[config.mk]
export PLATFORM = sky130hd
export DESIGN_NAME = elbeth_pipeline_ctrl
export DESIGN_NICKNAME = d
export VERILOG_FILES = /design/src/rtl/elbeth_pipeline_ctrl_pkg.sv /design/src/rtl/elbeth_hazard_detect.sv /design/src/rtl/elbeth_pipeline_ctrl.sv
export SDC_FILE = /design/constraint.sdc
export NUM_CORES = 1
export LEC_CHECK = 0
export ABC_AREA = 1
export ABC_CLOCK_PERIOD_IN_PS = 3310
export CAP_MARGIN = 25
export CORE_MARGIN = 5
export CORE_UTILIZATION = 30
export DETAILED_ROUTE_END_ITERATION = 8
export GPL_TIMING_DRIVEN = 0
export SYNTH_ARGS = -nofsm -noshare
export SYNTH_HDL_FRONTEND = slang
export SYNTH_SLANG_ARGS = --single-unit
[constraint.sdc]
create_clock -name clk -period 3.31 [get_ports clk]
set_clock_uncertainty 0.15 [all_clocks]
set_input_delay 0.331 -clock clk [delete_from_list [all_inputs] [get_ports clk]]
set_output_delay 0.331 -clock clk [all_outputs]
set_load 0.01 [all_outputs]
[src/rtl/elbeth_pipeline_ctrl_pkg.sv]
// Shared constants and types for the ELBETH pipeline stall/flush sequencer.
package elbeth_pipeline_ctrl_pkg;

   localparam int unsigned REG_ADDR_W  = 5;
   localparam int unsigned CAUSE_W     = 4;
   localparam int unsigned PC_SEL_W    = 2;
   localparam int unsigned DRAIN_CNT_W = 2;

   localparam logic [PC_SEL_W-1:0] PC_SEL_NEXT   = 2'd0;
   localparam logic [PC_SEL_W-1:0] PC_SEL_BRANCH = 2'd1;
   localparam logic [PC_SEL_W-1:0] PC_SEL_TRAP   = 2'd2;
   localparam logic [PC_SEL_W-1:0] PC_SEL_ERET   = 2'd3;

   localparam logic [CAUSE_W-1:0] ECODE_ILLEGAL_INST = 4'h2;

   typedef enum logic [1:0] {
      ST_RUN   = 2'd0,
      ST_DRAIN = 2'd1,
      ST_TRAP  = 2'd2,
      ST_ERET  = 2'd3
   } state_e;

   // One enable per pipeline stage register.
   typedef struct packed {
      logic if_s;
      logic id_s;
      logic ex_s;
      logic mem_s;
   } stage_vec_t;

endpackage

[src/rtl/elbeth_hazard_detect.sv]
// Load-use hazard compare between the load in EX and the operands of ID.
module elbeth_hazard_detect
   import elbeth_pipeline_ctrl_pkg::*;
(
   input  logic [REG_ADDR_W-1:0] id_rs1_addr,
   input  logic [REG_ADDR_W-1:0] id_rs2_addr,
   input  logic                  id_uses_rs2,
   input  logic [REG_ADDR_W-1:0] ex_rd_addr,
   input  logic                  ex_mem_read,
   output logic                  load_use_hazard
);

   // x0 never carries a dependency; rs2 only matters when the ID instruction reads it.
   always_comb begin
      load_use_hazard = ex_mem_read
                        && (ex_rd_addr != '0)
                        && ((ex_rd_addr == id_rs1_addr)
                            || (id_uses_rs2 && (ex_rd_addr == id_rs2_addr)));
   end

endmodule

[src/rtl/elbeth_pipeline_ctrl.sv]
// Central stall/flush sequencer for the ELBETH 5-stage in-order core.
module elbeth_pipeline_ctrl
   import elbeth_pipeline_ctrl_pkg::*;
#(
   parameter int unsigned DRAIN_CYCLES = 2,
   parameter int unsigned PERF_WIDTH   = 32
)(
   input  logic                  clk,
   input  logic                  rst,
   input  logic [REG_ADDR_W-1:0] id_rs1_addr,
   input  logic [REG_ADDR_W-1:0] id_rs2_addr,
   input  logic                  id_uses_rs2,
   input  logic [REG_ADDR_W-1:0] ex_rd_addr,
   input  logic                  ex_mem_read,
   input  logic                  ex_take_branch,
   input  logic                  id_illegal_instruction,
   input  logic [CAUSE_W-1:0]    id_except_src,
   input  logic                  id_eret,
   input  logic                  mem_except,
   input  logic [CAUSE_W-1:0]    mem_except_src,
   input  logic                  imem_ready,
   input  logic                  dmem_req,
   input  logic                  dmem_ready,
   output logic                  if_stall,
   output logic                  id_stall,
   output logic                  ex_stall,
   output logic                  mem_stall,
   output logic                  if_flush,
   output logic                  id_flush,
   output logic                  ex_flush,
   output logic                  mem_flush,
   output logic [PC_SEL_W-1:0]   pc_sel,
   output logic                  csr_exception,
   output logic [CAUSE_W-1:0]    csr_exception_cause,
   output logic                  csr_eret,
   output logic [PERF_WIDTH-1:0] stall_cycles
);

   state_e                  state_q, state_d;
   logic [DRAIN_CNT_W-1:0]  cnt_q, cnt_d;
   logic [CAUSE_W-1:0]      cause_q, cause_d;
   logic [PERF_WIDTH-1:0]   stall_cycles_q, stall_cycles_d;

   stage_vec_t              stall_c, flush_c;
   logic                    load_use_hazard;
   logic                    dmem_wait;

   elbeth_hazard_detect u_hazard (
      .id_rs1_addr     (id_rs1_addr),
      .id_rs2_addr     (id_rs2_addr),
      .id_uses_rs2     (id_uses_rs2),
      .ex_rd_addr      (ex_rd_addr),
      .ex_mem_read     (ex_mem_read),
      .load_use_hazard (load_use_hazard)
   );

   assign dmem_wait = dmem_req && !dmem_ready;

   // Next-state and stage-control decode; a data-memory wait freezes everything.
   always_comb begin
      state_d             = state_q;
      cnt_d               = cnt_q;
      cause_d             = cause_q;
      stall_c             = '0;
      flush_c             = '0;
      pc_sel              = PC_SEL_NEXT;
      csr_exception       = 1'b0;
      csr_exception_cause = '0;
      csr_eret            = 1'b0;

      if (rst) begin
         flush_c = '1;
      end else begin
         case (state_q)
            ST_RUN: begin
               if (dmem_wait) begin
                  stall_c = '1;
               end else if (mem_except) begin
                  csr_exception       = 1'b1;
                  csr_exception_cause = mem_except_src;
                  flush_c             = '1;
                  pc_sel              = PC_SEL_TRAP;
               end else if (id_illegal_instruction) begin
                  stall_c.if_s = 1'b1;
                  stall_c.id_s = 1'b1;
                  flush_c.ex_s = 1'b1;
                  cause_d      = id_except_src;
                  cnt_d        = DRAIN_CNT_W'(DRAIN_CYCLES - 1);
                  state_d      = ST_DRAIN;
               end else if (id_eret) begin
                  stall_c.if_s = 1'b1;
                  stall_c.id_s = 1'b1;
                  flush_c.ex_s = 1'b1;
                  state_d      = ST_ERET;
               end else if (ex_take_branch) begin
                  pc_sel       = PC_SEL_BRANCH;
                  flush_c.if_s = 1'b1;
                  flush_c.id_s = 1'b1;
               end else if (load_use_hazard) begin
                  stall_c.if_s = 1'b1;
                  stall_c.id_s = 1'b1;
                  flush_c.ex_s = 1'b1;
               end else if (!imem_ready) begin
                  stall_c.if_s = 1'b1;
                  flush_c.id_s = 1'b1;
               end
            end
            ST_DRAIN: begin
               if (dmem_wait) begin
                  stall_c = '1;
               end else if (mem_except) begin
                  // An older faulting instruction outranks the pending ID trap.
                  csr_exception       = 1'b1;
                  csr_exception_cause = mem_except_src;
                  flush_c             = '1;
                  pc_sel              = PC_SEL_TRAP;
                  cause_d             = '0;
                  cnt_d               = '0;
                  state_d             = ST_RUN;
               end else begin
                  stall_c.if_s = 1'b1;
                  stall_c.id_s = 1'b1;
                  flush_c.ex_s = 1'b1;
                  if (cnt_q == '0) begin
                     state_d = ST_TRAP;
                  end else begin
                     cnt_d = cnt_q - DRAIN_CNT_W'(1);
                  end
               end
            end
            ST_TRAP: begin
               csr_exception       = 1'b1;
               csr_exception_cause = cause_q;
               flush_c             = '1;
               pc_sel              = PC_SEL_TRAP;
               cause_d             = '0;
               state_d             = ST_RUN;
            end
            ST_ERET: begin
               csr_eret     = 1'b1;
               pc_sel       = PC_SEL_ERET;
               flush_c.if_s = 1'b1;
               flush_c.id_s = 1'b1;
               flush_c.ex_s = 1'b1;
               state_d      = ST_RUN;
            end
            default: begin
               state_d = ST_RUN;
            end
         endcase
      end
   end

   // A flushed stage must load the bubble, so flush masks stall.
   always_comb begin
      if_stall  = stall_c.if_s  && !flush_c.if_s;
      id_stall  = stall_c.id_s  && !flush_c.id_s;
      ex_stall  = stall_c.ex_s  && !flush_c.ex_s;
      mem_stall = stall_c.mem_s && !flush_c.mem_s;
      if_flush  = flush_c.if_s;
      id_flush  = flush_c.id_s;
      ex_flush  = flush_c.ex_s;
      mem_flush = flush_c.mem_s;
   end

   // Stall-cycle counter wraps naturally at its width.
   always_comb begin
      stall_cycles_d = stall_cycles_q + PERF_WIDTH'(id_stall);
   end

   assign stall_cycles = stall_cycles_q;

   // State, drain counter, latched cause and perf counter registers.
   always_ff @(posedge clk) begin
      if (rst) begin
         state_q        <= ST_RUN;
         cnt_q          <= '0;
         cause_q        <= '0;
         stall_cycles_q <= '0;
      end else begin
         state_q        <= state_d;
         cnt_q          <= cnt_d;
         cause_q        <= cause_d;
         stall_cycles_q <= stall_cycles_d;
      end
   end

endmodule

## Word level (Yosys, flattened, before mapping)

Index checks and enable logic that the tools add are counted.

| cells by class | value |
|---|---|
| $add $sub $neg | 2 |
| equal/unequal tests | 13 |
| mux-type cells | 68 |
| reductions and logical operators | 24 |

Operator list:

| cell | count |
|---|---|
| 2-to-1 mux 2 bit | 29 |
| 2-to-1 mux 4 bit | 12 |
| adder 32 x 1 -> 32 bit | 1 |
| 2-to-1 mux 1 bit | 17 |
| one-hot mux 4 bit (2 select lines) | 2 |
| one-hot mux 4 bit (3 select lines) | 1 |
| AND reduction 6 bit | 2 |
| == test 5 bit | 2 |
| inequality test 2 bit, second input constant | 5 |
| inequality test 3 bit, second input constant | 3 |
| one-hot mux 3 bit (3 select lines) | 1 |
| logical AND 1 bit | 8 |
| one-hot mux 2 bit (4 select lines) | 1 |
| one-hot mux 2 bit (3 select lines) | 1 |
| zero test 1 bit | 5 |
| AND reduction 5 bit | 1 |
| nonzero test 5 bit | 1 |
| == test 2 bit, second input constant | 2 |
| zero test 2 bit | 2 |
| one-hot mux 2 bit (2 select lines) | 1 |
| OR reduction 2 bit | 2 |
| 2-to-1 mux 3 bit | 1 |
| one-hot mux 1 bit (3 select lines) | 1 |
| nonzero test 3 bit | 1 |
| 5 further kinds | 5 |

| word-level totals | value |
|---|---|
| register bits | 40 |
| bits of input ports | 34 |
| output and inout bits | 48 |
| word-level logic and storage cells | 111 |

## Logic depth before layout (Yosys ltp)

Gate-level depths: netlist of run 1.

| logic depth | value |
|---|---|
| depth after elaboration | 15 |
| depth in mapped cells | 24 |
| mapped depth without buffers | 24 |

## Modules after synthesis

From an unflattened synthesis of run 1, not the netlist that was laid out.

| unflattened totals | value |
|---|---|
| cell total of the unflattened synthesis | 468 |
| area, all modules | 2850.2 sq um |

Modules (own cells, without submodules):

| module | times used | cells an instance | area each (sq um) | seq. area each (sq um) |
|---|---|---|---|---|
| elbeth_pipeline_ctrl | 1 | 416 | 2643.8 | 800.8 |
| elbeth_hazard_detect | 1 | 52 | 206.4 | 0.0 |

## Least setup slack after synthesis of run 1

No wires, ideal clock.

| timing | value |
|---|---|
| path kind | reg2reg |
| from | reg state_q[0] |
| to | reg stall_cycles_q[14], in the netlist stall_cycles[14] |
| setup time | 0.066 ns |
| arrival | 2.763 ns |
| data required time | 3.094 ns |
| setup slack | 0.331 ns |
| stages on the path, launching flop included | 20 |
| buffers on the path | 0 |
| path through | dfxtp_1 > inv_1 > ha_1 > nor2_1 > o21ai_0 > a21oi_1 > nand2_1 > nor2_1 > ha_1 > ha_1 > nand2_2 > nor2_4 > nand2_2 > nor2_4 > nand2_4 > nor2_4 > nand2_2 > nor2_4 > o21ai_1 > a21oi_2 |

| on the way | value |
|---|---|
| cells in the longest elaborated chain, start to end | 7 |

Ends and longest elaborated chain:

| item | RTL line | text |
|---|---|---|
| from (decl) | elbeth_pipeline_ctrl.sv:39 | `state_e state_q, state_d;` |
| from (signal assigned) | elbeth_pipeline_ctrl.sv:181 | `state_q <= state_d;` |
| == test 2 bit | elbeth_pipeline_ctrl.sv:74 | `case (state_q)` |
| OR reduction 2 bit (no source line) | - |  |
| one-hot mux 3 bit (3 select lines) * | elbeth_pipeline_ctrl.sv:74 |  |
| 2-to-1 mux 4 bit * | elbeth_pipeline_ctrl.sv:71 | `if (rst) begin` |
| net id_flush | elbeth_pipeline_ctrl.sv:29 | `output logic id_flush,` |
| zero test 1 bit * | elbeth_pipeline_ctrl.sv:157 | `id_stall = stall_c.id_s && !flush_c.id_s;` |
| logical AND 1 bit * | elbeth_pipeline_ctrl.sv:157 |  |
| net id_stall | elbeth_pipeline_ctrl.sv:25 | `output logic id_stall,` |
| adder 32 x 1 -> 32 bit * | elbeth_pipeline_ctrl.sv:168 | `stall_cycles_d = stall_cycles_q + PERF_WIDTH'(id_stall);` |
| to (signal assigned) | elbeth_pipeline_ctrl.sv:184 | `stall_cycles_q <= stall_cycles_d;` |
| to (decl) | elbeth_pipeline_ctrl.sv:42 | `logic [PERF_WIDTH-1:0] stall_cycles_q, stall_cycles_d;` |

The timed path passes the listed nets; every way through them passes the cells marked *.
A chain may end at the register's enable or synchronous reset.

## Worst setup path after layout of run 1

| timing | value |
|---|---|
| from | reg state_q[1] |
| to | reg stall_cycles_q[14], in the netlist stall_cycles[14] |

| on the way | value |
|---|---|
| cells in the longest elaborated chain, start to end | 7 |

Ends and longest elaborated chain:

| item | RTL line |
|---|---|
| == test 2 bit | elbeth_pipeline_ctrl.sv:74 |
| OR reduction 2 bit (no source line) | - |
| one-hot mux 3 bit (3 select lines) | elbeth_pipeline_ctrl.sv:74 |
| 2-to-1 mux 4 bit | elbeth_pipeline_ctrl.sv:71 |
| zero test 1 bit | elbeth_pipeline_ctrl.sv:157 |
| logical AND 1 bit * | elbeth_pipeline_ctrl.sv:157 |
| adder 32 x 1 -> 32 bit * | elbeth_pipeline_ctrl.sv:168 |

Mark *: on every way between the ends. The rest lies on a longest branch, timed or not.

==> impl_metrics.toml, run 1 <==
[run_status]
status = "finished, final reports clean"

[finish]
fin_nets = 569
area_growth_pct = 41.0
drive_gt1_frac = 0.0870
antennaDiodeCount = 0
fin_area_mm2 = 0.00379

[place]
gp_congestion = 0.885
dp_hpwl_um = 6850
post-place-ws_ns = -0.291
dpl_cell_area_mm2 = 0.00362
port_buffers = 80

[logic_synthesis]
yosysWarnings = 0
syn_inst = 437
synth.cell_area_mm2 = 0.00269
async_flop_share = 0
yosysUniqueCellTypes = 29
syn-num-nets = 478
syn_avg_cell_area_um2 = 6.15
synth-seq-cells = 40
synthFlopType = "dfxtp_1"
synth-edff-count = 0
seq_area_frac_synth = 0.298

[global_route]
grt_pass1_wl_um = 13500
grt_usage = 0.150
grt_max_degree = 12
grt_pass1_vias = 2830
antenna_found_initial = 0
grt-ovfl-total = 0

[timing]
hold_viol_final = 0
layout_min_cycle_time_ns = 3.07
setup_tns_ns = 0
tightest_slew_ns = 0.593
final.setup.worst_slack_ns = 0.238
relSlewSlack = 0.605
whs_ns = 0.325
slew_viol_final = 0
max_freq_mhz = 326
period_share = 0.928
setup_viol = 0

[floorplan]
rows = 34
die_h_um = 105
core_mm2 = 0.00872
io_pins = 82
die_area_mm2 = 0.0109
die_x_um = 105
initial_core_util = 0.308

[drt]
wl_per_cell_um = 13.0
wirelength_um = 8290
remaining_drc_errors = 0
via_per_inst = 4.67
vias = 2972
firstDrtPassIters = 4
first_iter_violations = 90
antenna_left = 0

[pwr]
power_mw = 1.52
ir_drop_uv = 214
leakage_nw = 1.43
power.density_mw_per_mm2 = 402

[clock_tree]
cts-root-buf = "clkbuf_8"
hold_buffers = 0
clk_latency_ns = 0.30
clock-sinks = 40
cts.clk_slew.worst_paths_ns = 0.08
cts_buffers = 5
clock_path_buffers = 2
htreeDepth = 2
cts_tree = "yes"

[critical_path]
crit_arrival_ns = 3.15
regToRegSetupSlack_ns = 0.24
crit_path_end_kind = "flop"
r2r-end = "stall_cycles[14]"
critical_path.startpoint_type = "flop"
worst_ep_required_time_ns = 3.39
crit_start = "state_q[1]"
reg2regPathDepth = 20
r2r_start = "state_q[1]"
cp_max_fo = 7
crit_type = "reg2reg"

[run]
drv_cap = 0

[worst_hold_path]
hp-class = "reg2reg"
whs_endpoint = "cause_q[0]"
whs_path_depth = 2
hp-start = "cause_q[0]"
through the flow:
stage,util,cells
2_1_floorplan,-,437
3_3_place_gp,0.415,625
3_5_place_dp,0.415,625
4_1_cts,0.426,633
5_1_grt,0.434,637
6_report,0.434,637
worst max-delay path, stage by stage, from the launching register on:
cell and delay [ns]:
dfxtp_1 0.35, inv_1 0.12, ha_1 0.36, nor2_1 0.11, nor2_1 0.16, nor2_1 0.08, nand2_1 0.08, inv_1 0.05
nor2_2 0.12, ha_2 0.23, ha_4 0.15, nand2_2 0.07, nor2_4 0.14, nand2_2 0.09, nor2_4 0.22, nand2_4 0.08
nor2_4 0.10, nand2_2 0.07, nor2_4 0.10, o21ai_1 0.07, a21oi_2 0.10
where the power goes:
part | switching (mW) | internal (mW) | total (mW)
combinational | 0.366 | 0.259 | 0.624
sequential | 0.0306 | 0.526 | 0.556
clock | 0.172 | 0.170 | 0.343
per-layer routing:
layer / share of wire / vias to the layer above / wire (um) / global-route usage
li1: - / 1577 / - / -
met1: 0.46 / 1323 / 3840 / 0.196
met2: 0.47 / 64 / 3890 / 0.248
met3: 0.050 / 8 / 418 / 0.0302
met4: 0.017 / 0 / 138 / 0.0457
met5: 0 / - / 0 / 0
layout make-up:
cell class / instances / area [um2]
Timing Repair Buffer: 84 / 843
Fill cell: 923 / 4930
Tap cell: 108 / 135
Clock buffer: 8 / 90.1
Inverter: 64 / 240
Multi-Input combinational cell: 328 / 1660
Buffer: 5 / 18.8
Sequential cell: 40 / 801
flip-flops by register name, indices dropped and copies added, names as in the netlist:
signal,flops
cnt_q,2
stall_cycles,32
cause_q,4
state_q,2
kinds of logic after synthesis:
group                    synth area share
AND/OR/NAND/NOR                     0.436
buffers and inverters              0.0964
AO/OA/AOI/OAI                       0.124
flip-flops                          0.298
adder cells (fa/ha/maj)            0.0326
XOR/XNOR                           0.0130
worst max path at each step:
stage                       endpoint  slack, ns  cells past startpoint
finish              stall_cycles[14]       0.24                     20
global route        stall_cycles[14]     -0.005                     20
CTS                 stall_cycles[24]       0.02                     18
detailed placement  stall_cycles[24]      -0.29                     24
global placement    stall_cycles[24]      -0.24                     24
floorplan           stall_cycles[14]       0.33                     19
cell usage after synthesis (2+ instances only):
library cell / number / area [um2]
nor2_1: 52 / 195
nor2_2: 2 / 12.5
nand4_1: 9 / 56.3
nor3_2: 2 / 20.0
a21oi_1: 42 / 210
nor2_4: 6 / 67.6
nand2_2: 6 / 37.5
nor3_1: 11 / 55.1
a211oi_1: 2 / 15.0
or2_0: 7 / 43.8
nor4_1: 4 / 25.0
clkbuf_1: 5 / 18.8
o31ai_1: 2 / 15.0
nor3_4: 2 / 32.5
nand2_1: 123 / 462
o21ai_0: 13 / 65.1
nand3b_1: 2 / 15.0
nand3_1: 25 / 125
xor2_1: 3 / 26.3
dfxtp_1: 40 / 801
or2_2: 2 / 12.5
inv_2: 8 / 30.0
ha_1: 7 / 87.6
o21ai_1: 2 / 10.0
inv_1: 56 / 210
repair_timing:
| item | 4_1_cts | 5_1_grt |
|---|---|---|
| setup buffers | 0 | 4 |
| resized for setup | 1 | 13 |
| endpoints found under the setup margin | 2 | 13 |
| cloned | 0 | 0 |
| pin swaps | 0 | 8 |
cell usage in the layout, fill, tap and decap left out, drive strengths merged:
| cell type | n |
|---|---|
| a21oi | 43 |
| inv | 64 |
| nor2 | 60 |
| a211oi | 2 |
| xnor2 | 1 |
| clkdlybuf4s50 | 75 |
| o31ai | 2 |
| nand3 | 25 |
| o21ai | 15 |
| xor2 | 3 |
| nand4 | 9 |
| buf | 4 |
| nor4 | 4 |
| dlymetal6s2s | 5 |
| dfxtp | 40 |
| ha | 7 |
| clkbuf | 13 |
| or2 | 9 |
| nand3b | 2 |
| nor3 | 15 |
| a311oi | 1 |
| nand2 | 130 |
(Power assumes the default switching activity.)
==> inputs of run 2 (changes only) <==
--- a/config.mk
+++ b/config.mk
@@ -8,8 +8,9 @@
 export ABC_AREA = 1
 export ABC_CLOCK_PERIOD_IN_PS = 3310
 export CAP_MARGIN = 25
+export CORE_ASPECT_RATIO = 1.5
 export CORE_MARGIN = 5
-export CORE_UTILIZATION = 30
+export CORE_UTILIZATION = 34
 export DETAILED_ROUTE_END_ITERATION = 8
 export GPL_TIMING_DRIVEN = 0
 export SYNTH_ARGS = -nofsm -noshare
==> impl_metrics.toml, run 2 (synthesized netlist as in run 1, its figures left out) <==
[clock_tree]
htreeDepth = 2
clock-sinks = 40
hold_buffers = 0
cts.clk_slew.worst_paths_ns = 0.06
cts-root-buf = "clkbuf_16"
clock_path_buffers = 2
clk_latency_ns = 0.28
cts_tree = "yes"
cts_buffers = 5

[drt]
antenna_left = 0
remaining_drc_errors = 0
vias = 3074
firstDrtPassIters = 4
wirelength_um = 8300
wl_per_cell_um = 13.1
first_iter_violations = 104
via_per_inst = 4.84

[critical_path]
r2r-end = "stall_cycles[14]"
crit_type = "in2reg"
r2r_start = "state_q[1]"
worst_ep_required_time_ns = 3.38
critical_path.startpoint_type = "input pin"
crit_path_end_kind = "flop"
regToRegSetupSlack_ns = 0.30
crit_arrival_ns = 3.14
reg2regPathDepth = 20
cp_max_fo = 7

[floorplan]
die_h_um = 119
core_mm2 = 0.00766
initial_core_util = 0.351
io_pins = 82
die_x_um = 82.6
die_area_mm2 = 0.00982
rows = 39

[global_route]
grt_max_degree = 14
grt_pass1_wl_um = 13600
antenna_found_initial = 0
grt-ovfl-total = 0
grt_usage = 0.175
grt_pass1_vias = 3044

[timing]
whs_ns = 0.330
tightest_slew_ns = 0.595
final.setup.worst_slack_ns = 0.243
max_freq_mhz = 326
relSlewSlack = 0.603
setup_viol = 0
hold_viol_final = 0
slew_viol_final = 0
setup_tns_ns = 0
layout_min_cycle_time_ns = 3.07
period_share = 0.927

[finish]
layout.cells.non_filler = 635
largest_register_ffs = 32
fin_nets = 573
seqCellArea_um2 = 803
drive_gt1_frac = 0.105
antennaDiodeCount = 0
final_util = 0.509
most-common-layout-cells = "nand2_1 (123), clkdlybuf4s50_1 (75), inv_1 (55)"
fillerInstances = 798
area_growth_pct = 45.3
multi_input_area_mm2 = 0.00167
mostFrequentLayoutCell = "nand2_1"

[pwr]
ir_drop_uv = 359
p_comb_frac = 0.369
swShare = 0.342
p_clk_frac = 0.312
p_seq_frac = 0.319
p_switching_uw = 603
power.density_mw_per_mm2 = 452
p_int_mw = 1.16
leakage_nw = 1.47

[place]
gp_congestion = 0.898
port_buffers = 80
post-place-ws_ns = -0.322
dp_hpwl_um = 6810
place_inst = 619

[worst_hold_path]
whs_endpoint = "cause_q[3]"
hp-start = "cause_q[3]"
whs_path_depth = 2
hp-class = "reg2reg"

[run_status]
status = "finished, final reports clean"

[run]
drv_cap = 0
[run 2: worst max path at each step]
stage                  start                to  slack, ns  cells past startpoint
2_1_floorplan     state_q[0]  stall_cycles[14]       0.33                     19
3_3_place_gp   ex_rd_addr[3]  stall_cycles[24]      -0.28                     24
3_5_place_dp   ex_rd_addr[3]  stall_cycles[24]      -0.32                     24
4_1_cts           state_q[0]  stall_cycles[14]       0.02                     19
5_1_grt             dmem_req  stall_cycles[14]      -0.01                     21
6_report            dmem_req  stall_cycles[14]       0.24                     21
[run 2: stage by stage]
step                cell area (um2)  power (mW)
floorplan                      2690       0.941
global placement               3610        1.17
detailed placement             3610        1.18
CTS                            3790        1.74
global route                   3900        1.89
finish                         3900        1.76
[run 2: timing repair]
| action | in CTS | in global routing |
|---|---|---|
| buffers inserted | 0 | 8 |
| pin swaps | 0 | 10 |
| resized for setup | 2 | 16 |
| cloned | 0 | 0 |
| setup endpoints to repair | 4 | 13 |
[run 2: area by class of cell]
class                           instances  share of cell area
Timing Repair Buffer                   88               0.224
Tap cell                              102              0.0327
Clock inverter                          3              0.0109
Multi-Input combinational cell        328               0.428
Sequential cell                        40               0.206
Buffer                                  5             0.00481
Clock buffer                            5              0.0321
Inverter                               64              0.0616
[run 2: metal layers]
| layer | share of wire | GRT usage | wire length [um] | vias to the layer above |
|---|---|---|---|---|
| met4 | 0.040 | 0.0849 | 335 | 0 |
| met3 | 0.047 | 0.0264 | 389 | 22 |
| met5 | 0 | 0 | 0 | - |
| met1 | 0.38 | 0.188 | 3190 | 1362 |
| li1 | - | - | - | 1590 |
| met2 | 0.53 | 0.321 | 4380 | 100 |
[run 2: worst max-delay path: stages]
cell and delay [ns]:
clkdlybuf4s50_1 0.45, nand2_1 0.09, inv_2 0.13, nor2_4 0.07, inv_1 0.08, o21ai_0 0.11
a21oi_1 0.22, nand2_1 0.14, nor2_4 0.13, ha_4 0.17, ha_4 0.14, nand2_2 0.07
nor2_4 0.13, nand2_2 0.08, nor2_4 0.20, nand2_4 0.09, nor2_4 0.13, nand2_2 0.08
nor2_4 0.12, o21ai_1 0.08, a21oi_2 0.10
[run 2: power groups by stage]
| stage | sequential (mW) | clock (mW) | combinational [mW] |
|---|---|---|---|
| finish | 0.563 | 0.549 | 0.651 |
| global route | 0.569 | 0.582 | 0.739 |
| CTS | 0.557 | 0.563 | 0.619 |
| detailed placement | 0.568 | 0 | 0.610 |
| global placement | 0.565 | 0 | 0.606 |
| floorplan | 0.562 | 0 | 0.380 |
==> inputs of run 3 (changes only) <==
--- a/config.mk
+++ b/config.mk
@@ -5,13 +5,13 @@
 export SDC_FILE = /design/constraint.sdc
 export NUM_CORES = 1
 export LEC_CHECK = 0
-export ABC_AREA = 1
-export ABC_CLOCK_PERIOD_IN_PS = 3310
+export ABC_CLOCK_PERIOD_IN_PS = 3800
 export CAP_MARGIN = 25
 export CORE_ASPECT_RATIO = 1.5
 export CORE_MARGIN = 5
 export CORE_UTILIZATION = 34
 export DETAILED_ROUTE_END_ITERATION = 8
+export GPL_ROUTABILITY_DRIVEN = 0
 export GPL_TIMING_DRIVEN = 0
 export SYNTH_ARGS = -nofsm -noshare
 export SYNTH_HDL_FRONTEND = slang
==> constraint.sdc (replaced) <==
create_clock -name clk -period 3.8 [get_ports clk]
set_clock_uncertainty 0.15 [all_clocks]
set_input_delay 0.38 -clock clk [delete_from_list [all_inputs] [get_ports clk]]
set_output_delay 0.38 -clock clk [all_outputs]
set_load 0.01 [all_outputs]
==> impl_metrics.toml, run 3 <==
[logic_synthesis]
yosysMostFrequentCell = "nor2_1"
async_flop_share = 0
ys_top_cells_by_count = "nor2_1 (51), dfxtp_1 (40), xor2_1 (23)"
yosys-top-cells-area = "dfxtp_1 (33%), xor2_1 (8.2%), nor2_1 (7.8%)"
syn-num-nets = 337
yosysUniqueCellTypes = 47
synth-edff-count = 0
yosys.area.top_type = "dfxtp_1"
syn_avg_cell_area_um2 = 8.31
yosys.area.top_type_share = 0.325
syn_inst = 296
seq_area_frac_synth = 0.325
synth.cell_area_mm2 = 0.00246
synthFlopType = "dfxtp_1"
synth-seq-cells = 40
yosysWarnings = 0

[finish]
final_util = 0.489
multi_input_area_mm2 = 0.00159
seqCellArea_um2 = 801
antennaDiodeCount = 0
most-common-layout-cells = "clkdlybuf4s50_1 (79), nor2_1 (51), dfxtp_1 (40)"
fin_area_mm2 = 0.00349
fillerInstances = 713
fin_nets = 423
area_growth_pct = 41.8
drive_gt1_frac = 0.0888
largest_register_ffs = 32
mostFrequentLayoutCell = "clkdlybuf4s50_1"

[drt]
vias = 2389
wl_per_cell_um = 14.2
first_iter_violations = 85
antenna_left = 0
firstDrtPassIters = 4
via_per_inst = 5.16
remaining_drc_errors = 0
wirelength_um = 6550

[critical_path]
cp_common_cell = "ha_1"
crit_path_end_kind = "flop"
critical_path.startpoint_type = "input pin"
crit_arrival_ns = 3.69
cp_max_fo = 7
slowest_delay_ns = 0.49
worst_ep_required_time_ns = 3.88
cp_num_buf_inv = 1
cp_slowest_cell = "or3_2"
cp_top_family = "simple AND/OR/NAND/NOR gates"
crit_type = "in2reg"
worstPathCellList = "clkdlybuf4s50_1, xor2_1, nor4_2, a32oi_2, or3_4, a21oi_4, ha_1, ha_1, and4_4, nand4_4, or3_2, a21oi_1"

[global_route]
grt-ovfl-total = 0
grt_pass1_vias = 2309
met3_usage = 0.0354
busiest_layer = "met2"
met1_usage = 0.155
grt_max_degree = 14
grt_pass1_wl_um = 10700
grt.met2_usage = 0.275
antenna_found_initial = 0
grt_usage = 0.146

[clock_tree]
cts_tree = "yes"
clock_path_buffers = 2
htreeDepth = 2
cts.clk_slew.worst_paths_ns = 0.08
clk_latency_ns = 0.30
clock-sinks = 40
cts_buffers = 5
cts-root-buf = "clkbuf_8"
hold_buffers = 0

[pwr]
power.density_mw_per_mm2 = 392
ir_drop_uv = 167
leakage_nw = 1.21
power_mw = 1.37

[place]
dpl_cell_area_mm2 = 0.00335
port_buffers = 79
dp_hpwl_um = 5180

[timing]
whs_ns = 0.320
hold_viol_final = 0
period_share = 0.952
relSlewSlack = 0.645
layout_min_cycle_time_ns = 3.62
rsz0062_at_grt = "false"
slew_viol_final = 0
tightest_slew_ns = 0.532
setup_viol = 0
max_freq_mhz = 277

[run]
drv_cap = 0

[worst_hold_path]
hp-class = "reg2reg"

[floorplan]
core_mm2 = 0.00713
die_x_um = 79.5
io_pins = 82
die_h_um = 114
die_area_mm2 = 0.00907
initial_core_util = 0.345
rows = 38

[run_status]
status = "finished, final reports clean"
[run 3: stage by stage]
step | std cells | TNS (ns) | setup slack (ns)
after detailed placement | 455 | -3.43 | -0.388
after global placement | 455 | -3.64 | -0.414
final | 463 | 0 | 0.184
after CTS | 463 | 0 | 0.0282
after floorplan | 296 | 0 | 0.503
after global routing | 463 | 0 | 0.00674
[run 3: kinds of logic after synthesis]
group | after synthesis | share of synthesized area
mux | 3 | 0.0122
buf+inv | 24 | 0.0376
xor+xnor | 38 | 0.135
simple gates | 142 | 0.338
compound gates | 42 | 0.116
flops | 40 | 0.325
fa+ha+maj | 7 | 0.0356
[run 3: report_power, final]
group,total [mW],internal (mW),leakage (nW),switching [mW]
Combinational,0.538,0.259,0.837,0.279
Sequential,0.476,0.450,0.323,0.0263
Clock,0.353,0.194,0.0541,0.158
Total,1.37,0.903,1.21,0.464
[run 3: repair_timing]
item,CTS,global route
pin swaps,0,2
cloned,0,0
setup endpoints to repair,6,10
buffers inserted,0,1
gates resized for setup,1,6
[run 3: tightest hold or removal path, stage by stage, from the launching register on]
cell	delay, ns
dfxtp_1	0.31
nand2b_1	0.06
a21oi_1	0.05
[run 3: routing by layer]
layer / vias up / routed length, um
li1: 1205 / -
met1: 1102 / 2590
met2: 73 / 3420
met3: 9 / 444
met4: 0 / 104
met5: - / 0
[run 3: layout make-up]
class / count / area share
repair buffers: 80 / 0.229
multi-input cells: 232 / 0.455
clock inverters: 3 / 0.0122
plain buffers: 14 / 0.0161
clock buffers: 5 / 0.0197
inverters: 9 / 0.00968
flip-flops and latches: 40 / 0.229
well taps: 80 / 0.0287
[run 3: path summary, 6_finish.rpt]
path | startpoint | endpoint | slack (ns) | cells after the start
worst max register to register | state_q[0] | stall_cycles[14] | 0.33 | 13
worst min-delay path | cause_q[1] | cause_q[1] | 0.32 | 2
worst max-delay path | ex_rd_addr[2] | stall_cycles[14] | 0.18 | 12
worst min register to register | cause_q[1] | cause_q[1] | 0.32 | 2
